**src/rtl/instr_dispatch_ctrl_if.sv**
```systemverilog
// Instruction dispatch controller bus.
// Groups the instruction-FIFO handshake, unit start/done strobes, operand
// outputs, data RAM address exchange and controller status signals.
//   master : controller side (instr_dispatch_ctrl)
//   slave  : FIFO / execution-unit / output-mux side
// AW must equal ceil(log2(buffer_size)) of the controller instance.
interface instr_dispatch_ctrl_if #(
  parameter int AW = 10
);
  logic          ififo_empty;
  logic [31:0]   ififo_dout;
  logic          ififo_rd_en;
  logic          start_stp;
  logic          start_evp;
  logic          start_rst;
  logic          done_stp;
  logic          done_evp;
  logic          done_rst;
  logic          rst_instr;
  logic [2:0]    A_out;
  logic [4:0]    N_out;
  logic [AW-1:0] rd_addr_upd_stp;
  logic [AW-1:0] rd_addr_upd_evp;
  logic [AW-1:0] rd_addr_data;
  logic [1:0]    out_sel;
  logic [31:0]   ctl_status;
  logic          ctl_wr_en_s;
  logic          busy;

  modport master (
    input  ififo_empty, ififo_dout, done_stp, done_evp, done_rst,
           rd_addr_upd_stp, rd_addr_upd_evp,
    output ififo_rd_en, start_stp, start_evp, start_rst, rst_instr,
           A_out, N_out, rd_addr_data, out_sel, ctl_status, ctl_wr_en_s, busy
  );

  modport slave (
    output ififo_empty, ififo_dout, done_stp, done_evp, done_rst,
           rd_addr_upd_stp, rd_addr_upd_evp,
    input  ififo_rd_en, start_stp, start_evp, start_rst, rst_instr,
           A_out, N_out, rd_addr_data, out_sel, ctl_status, ctl_wr_en_s, busy
  );
endinterface

```
**src/rtl/instr_dispatch_ctrl.sv**
```systemverilog
// Instruction dispatch controller.
// Pops one instruction at a time from the instruction FIFO, decodes it,
// starts the matching execution unit (STP, EVP or RST), waits for that
// unit's completion under a watchdog and takes over the data RAM read
// address the unit hands back. Illegal opcodes and watchdog expiry produce
// a one-cycle ERROR with a status write and a unit reset strobe.
// Ports:
//   clk  - clock, rising edge
//   rst  - asynchronous active-low reset
//   bus  - instr_dispatch_ctrl_if.master (FIFO, unit strobes, operands,
//          read address, out_sel, status, busy)
module instr_dispatch_ctrl #(
  parameter int buffer_size    = 1024,
  parameter int timeout_cycles = 1023
) (
  input  logic                  clk,
  input  logic                  rst,
  instr_dispatch_ctrl_if.master bus
);

  localparam int AW  = (buffer_size > 1) ? $clog2(buffer_size) : 1;
  localparam int WDW = 10;
  localparam logic [WDW-1:0] WD_LIMIT = WDW'(timeout_cycles);

  localparam logic [2:0] S_IDLE   = 3'd0;
  localparam logic [2:0] S_FETCH  = 3'd1;
  localparam logic [2:0] S_DECODE = 3'd2;
  localparam logic [2:0] S_START  = 3'd3;
  localparam logic [2:0] S_WAIT   = 3'd4;
  localparam logic [2:0] S_ERROR  = 3'd5;

  localparam logic [2:0] OP_STP = 3'd0;
  localparam logic [2:0] OP_EVP = 3'd1;
  localparam logic [2:0] OP_RST = 3'd3;

  logic [2:0]     state;
  logic [2:0]     state_nxt;
  logic [2:0]     op_q;
  logic [2:0]     a_q;
  logic [4:0]     n_q;
  logic [WDW-1:0] wd_cnt;
  logic [AW-1:0]  rd_addr_q;
  logic [31:0]    status_q;
  logic           dec_legal;
  logic           done_active;
  logic           wd_expired;
  logic [1:0]     out_sel_c;

  assign dec_legal = (bus.ififo_dout[2:0] == OP_STP) ||
                     (bus.ififo_dout[2:0] == OP_EVP) ||
                     (bus.ififo_dout[2:0] == OP_RST);

  // Only the unit that was started may complete the instruction.
  always_comb begin
    done_active = 1'b0;
    case (op_q)
      OP_STP:  done_active = bus.done_stp;
      OP_EVP:  done_active = bus.done_evp;
      OP_RST:  done_active = bus.done_rst;
      default: done_active = 1'b0;
    endcase
  end

  assign wd_expired = (wd_cnt == WD_LIMIT);

  always_comb begin
    state_nxt = state;
    case (state)
      S_IDLE:   if (!bus.ififo_empty) state_nxt = S_FETCH;
      S_FETCH:  state_nxt = bus.ififo_empty ? S_IDLE : S_DECODE;
      S_DECODE: state_nxt = dec_legal ? S_START : S_ERROR;
      S_START:  state_nxt = S_WAIT;
      // Completion is checked before the watchdog so a done on the limit
      // cycle still completes normally.
      S_WAIT: begin
        if (done_active)     state_nxt = S_IDLE;
        else if (wd_expired) state_nxt = S_ERROR;
      end
      S_ERROR:  state_nxt = S_IDLE;
      default:  state_nxt = S_IDLE;
    endcase
  end

  always_ff @(posedge clk or negedge rst) begin
    if (!rst) begin
      state     <= S_IDLE;
      op_q      <= '0;
      a_q       <= '0;
      n_q       <= '0;
      wd_cnt    <= '0;
      rd_addr_q <= '0;
      status_q  <= '1;
    end else begin
      state <= state_nxt;
      case (state)
        S_DECODE: begin
          op_q <= bus.ififo_dout[2:0];
          a_q  <= bus.ififo_dout[5:3];
          n_q  <= bus.ififo_dout[10:6];
          if (!dec_legal) status_q <= 32'h3;
        end
        S_START: wd_cnt <= '0;
        S_WAIT: begin
          if (done_active) begin
            case (op_q)
              OP_STP:  rd_addr_q <= bus.rd_addr_upd_stp;
              OP_EVP:  rd_addr_q <= bus.rd_addr_upd_evp;
              default: rd_addr_q <= '0;
            endcase
          end else if (wd_expired) begin
            status_q <= 32'h4;
          end else begin
            wd_cnt <= wd_cnt + 1'b1;
          end
        end
        default: ;
      endcase
    end
  end

  always_comb begin
    out_sel_c = 2'd0;
    if (state == S_ERROR) begin
      out_sel_c = 2'd3;
    end else if ((state == S_START) || (state == S_WAIT)) begin
      case (op_q)
        OP_STP:  out_sel_c = 2'd1;
        OP_EVP:  out_sel_c = 2'd2;
        default: out_sel_c = 2'd0;
      endcase
    end
  end

  // Pop gated by empty so a FIFO that drains underneath FETCH is never popped.
  assign bus.ififo_rd_en  = (state == S_FETCH) && !bus.ififo_empty;
  assign bus.start_stp    = (state == S_START) && (op_q == OP_STP);
  assign bus.start_evp    = (state == S_START) && (op_q == OP_EVP);
  assign bus.start_rst    = (state == S_START) && (op_q == OP_RST);
  assign bus.rst_instr    = !((state == S_ERROR) ||
                              ((state == S_START) && (op_q == OP_RST)));
  assign bus.ctl_wr_en_s  = (state == S_ERROR);
  assign bus.busy         = (state != S_IDLE);
  assign bus.out_sel      = out_sel_c;
  assign bus.A_out        = a_q;
  assign bus.N_out        = n_q;
  assign bus.rd_addr_data = rd_addr_q;
  assign bus.ctl_status   = status_q;

endmodule

```
**src/flat_wrapper.sv**
```systemverilog
// flat-port wrapper written by rule: the top's interface ports become plain ports
module instr_dispatch_ctrl_flat 
#(
  parameter int buffer_size    = 1024,
  parameter int timeout_cycles = 1023
)
  (clk, rst, bus_ififo_empty, bus_ififo_dout, bus_done_stp, bus_done_evp, bus_done_rst, bus_rd_addr_upd_stp, bus_rd_addr_upd_evp, bus_ififo_rd_en, bus_start_stp, bus_start_evp, bus_start_rst, bus_rst_instr, bus_A_out, bus_N_out, bus_rd_addr_data, bus_out_sel, bus_ctl_status, bus_ctl_wr_en_s, bus_busy);
  instr_dispatch_ctrl_if #(.AW((10))) bus_i ();
  input  logic clk;
  input  logic rst;
  input wire logic [$bits(bus_i.ififo_empty)-1:0] bus_ififo_empty;
  input wire logic [$bits(bus_i.ififo_dout)-1:0] bus_ififo_dout;
  input wire logic [$bits(bus_i.done_stp)-1:0] bus_done_stp;
  input wire logic [$bits(bus_i.done_evp)-1:0] bus_done_evp;
  input wire logic [$bits(bus_i.done_rst)-1:0] bus_done_rst;
  input wire logic [$bits(bus_i.rd_addr_upd_stp)-1:0] bus_rd_addr_upd_stp;
  input wire logic [$bits(bus_i.rd_addr_upd_evp)-1:0] bus_rd_addr_upd_evp;
  output wire logic [$bits(bus_i.ififo_rd_en)-1:0] bus_ififo_rd_en;
  output wire logic [$bits(bus_i.start_stp)-1:0] bus_start_stp;
  output wire logic [$bits(bus_i.start_evp)-1:0] bus_start_evp;
  output wire logic [$bits(bus_i.start_rst)-1:0] bus_start_rst;
  output wire logic [$bits(bus_i.rst_instr)-1:0] bus_rst_instr;
  output wire logic [$bits(bus_i.A_out)-1:0] bus_A_out;
  output wire logic [$bits(bus_i.N_out)-1:0] bus_N_out;
  output wire logic [$bits(bus_i.rd_addr_data)-1:0] bus_rd_addr_data;
  output wire logic [$bits(bus_i.out_sel)-1:0] bus_out_sel;
  output wire logic [$bits(bus_i.ctl_status)-1:0] bus_ctl_status;
  output wire logic [$bits(bus_i.ctl_wr_en_s)-1:0] bus_ctl_wr_en_s;
  output wire logic [$bits(bus_i.busy)-1:0] bus_busy;
  assign bus_i.ififo_empty = bus_ififo_empty;
  assign bus_i.ififo_dout = bus_ififo_dout;
  assign bus_i.done_stp = bus_done_stp;
  assign bus_i.done_evp = bus_done_evp;
  assign bus_i.done_rst = bus_done_rst;
  assign bus_i.rd_addr_upd_stp = bus_rd_addr_upd_stp;
  assign bus_i.rd_addr_upd_evp = bus_rd_addr_upd_evp;
  assign bus_ififo_rd_en = bus_i.ififo_rd_en;
  assign bus_start_stp = bus_i.start_stp;
  assign bus_start_evp = bus_i.start_evp;
  assign bus_start_rst = bus_i.start_rst;
  assign bus_rst_instr = bus_i.rst_instr;
  assign bus_A_out = bus_i.A_out;
  assign bus_N_out = bus_i.N_out;
  assign bus_rd_addr_data = bus_i.rd_addr_data;
  assign bus_out_sel = bus_i.out_sel;
  assign bus_ctl_status = bus_i.ctl_status;
  assign bus_ctl_wr_en_s = bus_i.ctl_wr_en_s;
  assign bus_busy = bus_i.busy;
  instr_dispatch_ctrl #(.buffer_size(buffer_size), .timeout_cycles(timeout_cycles)) u_core (.clk(clk), .rst(rst), .bus(bus_i));
endmodule
```
**config.mk**
```make
export PLATFORM = sky130hd
export DESIGN_NAME = instr_dispatch_ctrl_flat
export DESIGN_NICKNAME = d
export VERILOG_FILES = /design/src/rtl/instr_dispatch_ctrl_if.sv /design/src/rtl/instr_dispatch_ctrl.sv /design/src/flat_wrapper.sv
export SDC_FILE = /design/constraint.sdc
export NUM_CORES = 1
export LEC_CHECK = 0
export CORE_MARGIN = 4
export CORE_UTILIZATION = 39
export DETAILED_ROUTE_END_ITERATION = 7
export PLACE_DENSITY = 0.87
export SLEW_MARGIN = 20
export SYNTH_ARGS = -nofsm -noshare
export SYNTH_HDL_FRONTEND = slang
export SYNTH_SLANG_ARGS = --single-unit
```
**constraint.sdc**
```tcl
create_clock -name clk -period 2.48 [get_ports clk]
set_clock_uncertainty 0.15 [all_clocks]
set_input_delay 0.248 -clock clk [delete_from_list [all_inputs] [get_ports clk]]
set_output_delay 0.248 -clock clk [all_outputs]
set_load 0.03 [all_outputs]
```
== Word-level counts from Yosys, hierarchy flattened ==
Index checks and enable logic that the tools add are counted.
Storage, ports and cells
  flip-flop bits (word level): 66
  input bits: 58
  output and inout port bits: 59
  word-level logic and storage cells: 62
Cells by class
  add/sub/neg operators: 1
  equality and inequality tests: 16
  multiplexer cells: 18
  reductions and logical operators: 20
Operators by type and width (count)
  32-bit 2-to-1 mux: 3
  32-bit one-hot mux with 2 select lines: 1
  10-bit one-hot mux with 2 select lines: 2
  10-bit 2-to-1 mux: 2
  3-bit one-hot mux with 5 select lines: 1
  3-bit by 2-bit == test with 1-bit output (second input constant): 4
  3-bit 2-to-1 mux: 4
  10-bit by 1-bit adder with 10-bit output (second input constant): 1
  10-bit == test (second input constant): 1
  3-bit by 1-bit == test with 1-bit output (second input constant): 3
  3-bit logical NOT: 3
  2-bit inequality test (second input constant): 4
  3-bit == test (second input constant): 2
  2-bit 2-to-1 mux: 3
  1-bit logical AND: 4
  1-bit logical OR: 4
  2-bit one-hot mux with 2 select lines: 1
  2-bit AND reduction: 2
  4-bit AND reduction: 1
  2-bit nonzero test: 2
  3-bit by 1-bit inequality test with 1-bit output (second input constant): 1
  1-bit one-hot mux with 3 select lines: 1
  3-bit AND reduction: 1
  3-bit nonzero test: 1
  2 further kinds: 3

== Logic depth before layout (Yosys ltp) ==
Gate-level depths: netlist of run 1.
  word-level depth: 5
  depth in mapped cells: 5
  depth with buffers taken out: 5

== Worst setup path after synthesis of run 1 ==
OpenSTA, ideal clock, no wires.
  path type: register to register
  start point: register u_core.state[0]
  end point: register u_core.state[1]
  setup time: 78 ps
  arrival time: 1890 ps
  required time: 2252 ps
  path slack: 362 ps
  stages on the path, launching flop included: 4
  path buffers: 1
  cells stage by stage: dfrtp_1 > clkbuf_1 > nor4b_1 > o21bai_1
On the way
  word-level cells in the longest chain between the ends: 3
  elaborated cells between the ends (all ways): 9
  classes of those cells: eq/ne (6); mux (1); reduce/logical (2)
RTL lines
  start, declared: RTL line instr_dispatch_ctrl.sv:36  | logic [2:0] state;
  start signal, assigned: RTL line instr_dispatch_ctrl.sv:94  | state <= state_nxt;
  3-bit == test or 3-bit logical NOT (tied branches): RTL line instr_dispatch_ctrl.sv:68  | case (state)
  3-bit by 1-bit inequality test with 1-bit output (no source line) or 2-bit inequality test (tied branches)
  2-bit AND reduction (no source line)
Several ways; a longest one is shown, not always the timed one.
A chain may end at the register's enable or synchronous reset.

== Final worst setup path of run 1 ==
  start point: register u_core.state[2]
  end point: output port bus_rst_instr
On the way
  word-level cells in the longest chain between the ends: 4
  elaborated cells between the ends (all ways): 5
  classes of those cells: eq/ne (2); reduce/logical (3)
RTL lines
  3-bit by 2-bit == test with 1-bit output: RTL line instr_dispatch_ctrl.sv:140  | ((state == S_START) && (op_q == OP_RST)));
  1-bit logical AND: RTL line instr_dispatch_ctrl.sv:140
  1-bit logical OR (*): RTL line instr_dispatch_ctrl.sv:139  | assign bus.rst_instr = !((state == S_ERROR) ||
  1-bit logical NOT (*): RTL line instr_dispatch_ctrl.sv:139
  end, declared: RTL line flat_wrapper.sv:22  | output wire logic [$bits(bus_i.rst_instr)-1:0] bus_rst_instr;
Mark *: on every way between the ends. The rest lies on a longest branch, timed or not.

==> results of run 1 <==
==> stage by stage <==
| step | power [mW] | setup slack, ps | util (%) |
|---|---|---|---|
| 3_5_place_dp | 2.63 | 253 | 57.0 |
| 2_1_floorplan | 2.01 | 362 | - |
| 4_1_cts | 3.18 | 149 | 59.4 |
| 5_1_grt | 3.34 | 96.5 | 59.5 |
| 3_3_place_gp | 2.58 | 263 | 57.0 |
| 6_report | 3.15 | 208 | 59.5 |
==> layer usage <==
metal | vias up | routed length, um | GRT usage [%]
met2 | 84 | 2490 | 26.7
met1 | 838 | 2100 | 18.2
li1 | 837 | - | -
met5 | - | 0 | 0
met4 | 0 | 41 | 4.49
met3 | 7 | 534 | 5.81
==> registers in the layout, summed over array words and instances, names as in the netlist <==
name / flops
u_core.bus.N_out: 5
u_core.wd_cnt: 10
u_core.bus.ctl_status: 3
u_core.op_q: 3
u_core.bus.rd_addr_data: 10
u_core.bus.A_out: 3
u_core.state: 3
==> layout by cell type (no fill, tap or decap), types with 2 or more instances in the layout <==
cell             Yosys  routed
a211oi_1             3       3
o21ai_0             10      10
inv_1                5       5
nor3b_1              2       2
and2_1               3       3
nand3_1              3       3
mux2_2              23      23
a22o_1              10      10
a21oi_1              3       3
nor2b_1              3       2
and3_1               5       5
dfstp_2              3       3
nor3_1               6       5
clkbuf_8             0       6
a221o_1              2       2
nor3_2               1       2
nand4_1              2       2
or3_1                4       4
clkdlybuf4s50_1      0      87
dlygate4sd2_1        0       2
nand2_1             15      15
a31oi_1              4       4
dfrtp_1             34      34
a21o_1               4       4
buf_4               29      10
==> cells by family (layout without fill, tap and decap cells) <==
family          Yosys count  count (layout)  synth area share (%)
simple gates             52              52                  15.1
compound gates           43              43                  14.9
buf+inv                  39             115                  12.5
flops                    37              37                  43.9
mux                      24              24                  12.7
fa+ha+maj                 1               1                 0.590
xor+xnor                  1               1                 0.413
==> power by group through the flow <==
| stage | clock network (mW) | logic, mW | registers [mW] |
|---|---|---|---|
| global placement | 0 | 1.55 | 1.04 |
| global route | 0.582 | 1.68 | 1.08 |
| detailed placement | 0 | 1.57 | 1.06 |
| finish | 0.535 | 1.57 | 1.05 |
| CTS | 0.553 | 1.58 | 1.05 |
| floorplan | 0 | 0.688 | 1.32 |
==> layout make-up <==
| cell class | count | area, um^2 |
|---|---|---|
| Fill cell | 412 | 2100 |
| Timing Repair Buffer | 102 | 991 |
| Multi-Input combinational cell | 121 | 933 |
| Sequential cell | 37 | 930 |
| Tap cell | 70 | 87.6 |
| Clock buffer | 7 | 86.3 |
| Clock inverter | 1 | 30.0 |
| Inverter | 5 | 18.8 |
==> final timing paths <==
kind                                                       from                                     end  slack, ps
setup reg to reg                    u_core.state[0]$_DFFE_PN0P_  u_core.bus.rd_addr_data[1]$_DFFE_PN0P_        370
max in group asynchronous                                   rst  u_core.bus.rd_addr_data[6]$_DFFE_PN0P_       1200
hold / removal             u_core.bus.ctl_status[1]$_DFFE_PN1P_    u_core.bus.ctl_status[1]$_DFFE_PN1P_        350
hold reg to reg            u_core.bus.ctl_status[1]$_DFFE_PN1P_    u_core.bus.ctl_status[1]$_DFFE_PN1P_        350
setup / recovery                    u_core.state[2]$_DFFE_PN0P_                           bus_rst_instr        210
min in group asynchronous                                   rst         u_core.bus.N_out[4]$_DFFE_PN0P_        460
==> synthesized netlist by cell type, drive strengths merged (2+ instances only) <==
cell type / instances / area share, %
and2: 3 / 0.89
buf: 31 / 11
nand4: 2 / 0.59
nor3: 8 / 2.7
inv: 5 / 0.89
nor2b: 3 / 0.89
dfrtp: 34 / 40
dfstp: 3 / 3.7
nor2: 2 / 0.71
nand3: 3 / 0.71
and3: 5 / 1.5
a22o: 10 / 4.1
a21o: 4 / 1.4
or3: 4 / 1.2
a221o: 2 / 0.94
o21ai: 11 / 2.6
a21oi: 4 / 1.1
a211oi: 4 / 2.0
mux2: 23 / 12
a31oi: 4 / 1.2
nand2: 15 / 2.7
nor4b: 2 / 1.1
nor3b: 2 / 0.71
clkbuf: 3 / 0.53
==> worst min-delay path, cell delays in order (launching register included) <==
cell	delay, ps
dfstp_2	380
o21ai_0	60
nand2_1	60
==> repair_timing <==
action,CTS,global route
gates resized for setup,2,2
endpoints found under the setup margin,2,2
hold endpoints to repair,34,0
hold buffers,1,0
==> flow_summary_export.csv, run 1 <==
group,metric,value,unit
power,powerDensity,1020,mW/mm^2
global_route,grt_usage,15.6,%
clock_tree,clockBufferDepth,2,
sta,fin_crit,2270,ps
worst_setup_path,crit_arrival,1870,ps
routing,ant_nets,0,
worst_setup_path,critPathKind,"reg -> out",
sta,hold_violations,0,
routing,drc_errors,0,
sta,fmax,0.440,GHz
worst_setup_path,crit_family,"simple AND/OR/NAND/NOR gates",
sta,worst_slew_pin_slew,837,ps
placement,portBuffers,95,
placement,placed_area,0.00295,mm^2
min_path,hold_path.class,"reg -> reg",
sta,rsz0062_at_grt,"false",
worst_setup_path,crit_chain,"and2b_1 -> and2_1 -> and3_1 -> nor2_1 -> dlygate4sd2_1",
global_route,grt-ovfl-total,0,
worst_setup_path,ff2ff_path_depth,3,
synthesis,synth_cell_type_count,43,
synthesis,synth_edf_count,0,
die,die_h,81.7,um
die,rows,26,
routing,wl_per_cell,15.1,um
sta,maxSlewHeadroom,44.2,%
sta,setup_viol,0,
synthesis,ys_seq_area_share,43.9,%
synthesis,async_flop_share,100,%
clock_tree,numCtsBuffers,5,
min_path,whs_path_depth,2,
cells_and_area,final_area,0.00308,mm^2
clock_tree,clkLatencyLatePin,280,ps
die,coreArea,0.00517,mm^2
power,p_int,1.91,mW
synthesis,syn_area_per_cell,10.8,um^2
placement,dp_hpwl,3.94,mm
clock_tree,cts_num_sinks,37,
worst_setup_path,slowest_stage,"dfrtp_1",
die,io_pins,117,
worst_setup_path,required,2080,ps
cells_and_area,area_delta_synth_final,45.2,%
die,start_util,41.0,%
cells_and_area,fin_nets,331,
worst_setup_path,path_buf_inv,1,
routing,vias,1766,
cells_and_area,diodes,0,
clock_tree,postCtsSetupRepairBufs,0,
global_route,grt_max_degree,38,
placement,dp_cells,334,
global_route,antenna_found_initial,0,
run_status,outcome,"finished clean",
routing,dr.pass1.iters,4,
placement,gp_congestion,0.816,
cells_and_area,drive_gt1_share,19.8,%
global_route,grt_pass1_wl,8.05,mm
power,p_switching,1.24,mW
routing,viasPerCell,5.15,
worst_setup_path,startpoint_type,"flop",
synthesis,synth_warnings,0,
synthesis,syn-cell-area,0.00212,mm^2
synthesis,syn_nets,256,
clock_tree,tritoncts,"yes",
clock_tree,htree_levels,2,
sta,finalCritPeriodShare,91.6,%
worst_setup_path,critical_path.max_fanout,8,
clock_tree,cts.clk_slew.worst_paths,70,ps
global_route,grt_pass1_vias,1730,
die,die-width,81.7,um
power,netSwitchingFraction,39.3,%
power,pwr-share-clk,17.0,%
sta,hold_ws,348,ps
routing,wirelength,5.17,mm
power,ir_drop,614,uV
synthesis,netlist_instances,197,
synthesis,synth_flop_cell,"dfrtp_1",
clock_tree,cts-root-buf,"clkbuf_8",
worst_setup_path,critical_path_depth,5,
worst_setup_path,cp_slowest_stage_delay,460,ps
routing,drtIter0Drc,89,
die,fp.dieArea,0.00668,mm^2
worst_setup_path,critPathCaptureType,"output pin",
sta,fin_setup_tns,0,ps
job,drv_cap,0,
sta,drv_slew,0,
power,power_leakage,1.29,nW
synthesis,synth-seq-cells,37,
cells_and_area,instances_no_fill,343,
power,power_frac_seq,33.3,%
power,comb_power_share,49.7,%
Note: power is estimated with default switching activity, not from simulation.
==> run 2: changes to the inputs <==
--- a/config.mk
+++ b/config.mk
@@ -8,8 +8,10 @@
 export CORE_MARGIN = 4
 export CORE_UTILIZATION = 39
 export DETAILED_ROUTE_END_ITERATION = 7
+export GPL_TIMING_DRIVEN = 0
 export PLACE_DENSITY = 0.87
 export SLEW_MARGIN = 20
 export SYNTH_ARGS = -nofsm -noshare
 export SYNTH_HDL_FRONTEND = slang
 export SYNTH_SLANG_ARGS = --single-unit
+export TNS_END_PERCENT = 5
==> flow_summary_export.csv, run 2 (synthesis results as in run 1) <==
group,metric,value,unit
sta,fmax,0.426,GHz
power,p_switching,1.25,mW
die,die-width,81.7,um
die,fp.dieArea,0.00668,mm^2
routing,wl_per_cell,14.4,um
worst_setup_path,critPathCaptureType,"output pin",
clock_tree,numCtsBuffers,5,
sta,maxSlewHeadroom,49.4,%
die,coreArea,0.00517,mm^2
cells_and_area,final_util,63.8,%
cells_and_area,layout_common_cells,"clkdlybuf4s50_1 (87), dfrtp_1 (34), buf_4 (29), mux2_2 (23), nand2_1 (15)",
clock_tree,clkLatencyLatePin,300,ps
global_route,grt_pass1_wl,8.77,mm
power,netSwitchingFraction,41.0,%
worst_setup_path,crit_arrival,1950,ps
routing,dr.pass1.iters,4,
job,drv_cap,0,
global_route,antenna_found_initial,0,
sta,finalCritPeriodShare,94.7,%
global_route,grt_max_degree,31,
clock_tree,postCtsSetupRepairBufs,0,
placement,gp_congestion,0.803,
worst_setup_path,startpoint_type,"flop",
routing,drc_errors,0,
sta,fin_setup_tns,0,ps
die,die_h,81.7,um
power,comb_power_share,52.6,%
cells_and_area,fin_nets,360,
cells_and_area,area_delta_synth_final,55.8,%
run_status,outcome,"finished clean",
cells_and_area,diodes,0,
sta,worst_slew_pin_slew,755,ps
routing,vias,1858,
sta,rsz0062_at_grt,"false",
routing,drtIter0Drc,135,
routing,ant_nets,0,
sta,drv_slew,0,
power,ir_drop,671,uV
sta,hold_violations,0,
power,pwr-share-clk,13.2,%
worst_setup_path,critPathKind,"reg -> out",
global_route,grt_usage,17.2,%
power,power_leakage,1.45,nW
min_path,hold_path.class,"in -> async",
clock_tree,cts.clk_slew.worst_paths,70,ps
sta,setup_viol,0,
clock_tree,cts-root-buf,"clkbuf_8",
worst_setup_path,required,2080,ps
die,rows,26,
placement,placed_area,0.00318,mm^2
cells_and_area,drive_gt1_share,27.2,%
clock_tree,clockBufferDepth,2,
routing,wirelength,5.37,mm
placement,portBuffers,95,
sta,fin_crit,2350,ps
cells_and_area,final_common_cell,"clkdlybuf4s50_1",
clock_tree,htree_levels,2,
worst_setup_path,critical_path.max_fanout,10,
global_route,grt-ovfl-total,0,
power,power_frac_seq,34.2,%
sta,hold_ws,290,ps
placement,dp_hpwl,4.18,mm
power,powerDensity,925,mW/mm^2
routing,viasPerCell,4.99,
clock_tree,tritoncts,"yes",
die,io_pins,117,
global_route,grt_pass1_vias,1770,
clock_tree,cts_num_sinks,37,
die,start_util,41.0,%
cells_and_area,final_area,0.00330,mm^2
power,p_int,1.80,mW
run 2: per-stage QoR:
step | instances | setup slack (ps) | power [mW]
2_1_floorplan | 197 | 362 | 2.01
3_3_place_gp | 362 | -268 | 2.59
3_5_place_dp | 363 | -301 | 2.64
4_1_cts | 372 | 7.95 | 3.07
5_1_grt | 372 | 7.41 | 3.27
6_report | 372 | 131 | 3.05
run 2: critical path, stage by stage, from the launching register on:
cell and delay, ps:
dfrtp_1 470, nor3_2 270, clkbuf_2 290, and3_1 220, dlygate4sd2_1 410
run 2: path summary, 6_finish.rpt:
path / end / cells after the start / slack, ps / start
min in group clk: u_core.bus.ctl_status[1]$_DFFE_PN1P_ / 2 / 340 / u_core.bus.ctl_status[1]$_DFFE_PN1P_
hold / removal: u_core.bus.N_out[3]$_DFFE_PN0P_ / 2 / 290 / rst
setup / recovery: bus_start_stp / 4 / 130 / u_core.op_q[1]$_DFFE_PN0P_
max in group asynchronous: u_core.bus.ctl_status[30]$_DFFE_PN1P_ / 3 / 1350 / rst
setup reg to reg: u_core.wd_cnt[7]$_DFFE_PN0P_ / 5 / 300 / u_core.wd_cnt[0]$_DFFE_PN0P_
hold reg to reg: u_core.bus.ctl_status[1]$_DFFE_PN1P_ / 2 / 340 / u_core.bus.ctl_status[1]$_DFFE_PN1P_
run 2: routing by layer:
| layer | track usage, % | wire length [um] |
|---|---|---|
| met2 | 27.9 | 2560 |
| met5 | 0 | 0 |
| met1 | 20.9 | 2040 |
| met4 | 6.98 | 66 |
| met3 | 5.92 | 697 |
run 2: what timing repair did:
item | 4_1_cts | 5_1_grt
endpoints found under the setup margin | 6 | 4
endpoints found under the hold margin | 17 | 0
gates cloned | 0 | 0
hold buffers | 1 | 0
gates resized for setup | 16 | 6
run 2: power groups by stage:
stage          registers [mW]  logic, mW  clock network (mW)
4_1_cts                  1.04       1.61               0.415
3_3_place_gp             1.02       1.57                   0
6_report                 1.04       1.61               0.404
5_1_grt                  1.09       1.73               0.446
3_5_place_dp             1.04       1.60                   0
2_1_floorplan            1.32      0.688                   0
run 2: layout make-up:
class | count | area [um^2]
repair buffers | 97 | 983
multi-input cells | 121 | 946
well taps | 70 | 87.6
plain buffers | 34 | 251
fillers | 408 | 1870
inverters | 5 | 18.8
clock inverters | 1 | 5.00
flip-flops and latches | 37 | 933
clock buffers | 7 | 76.3
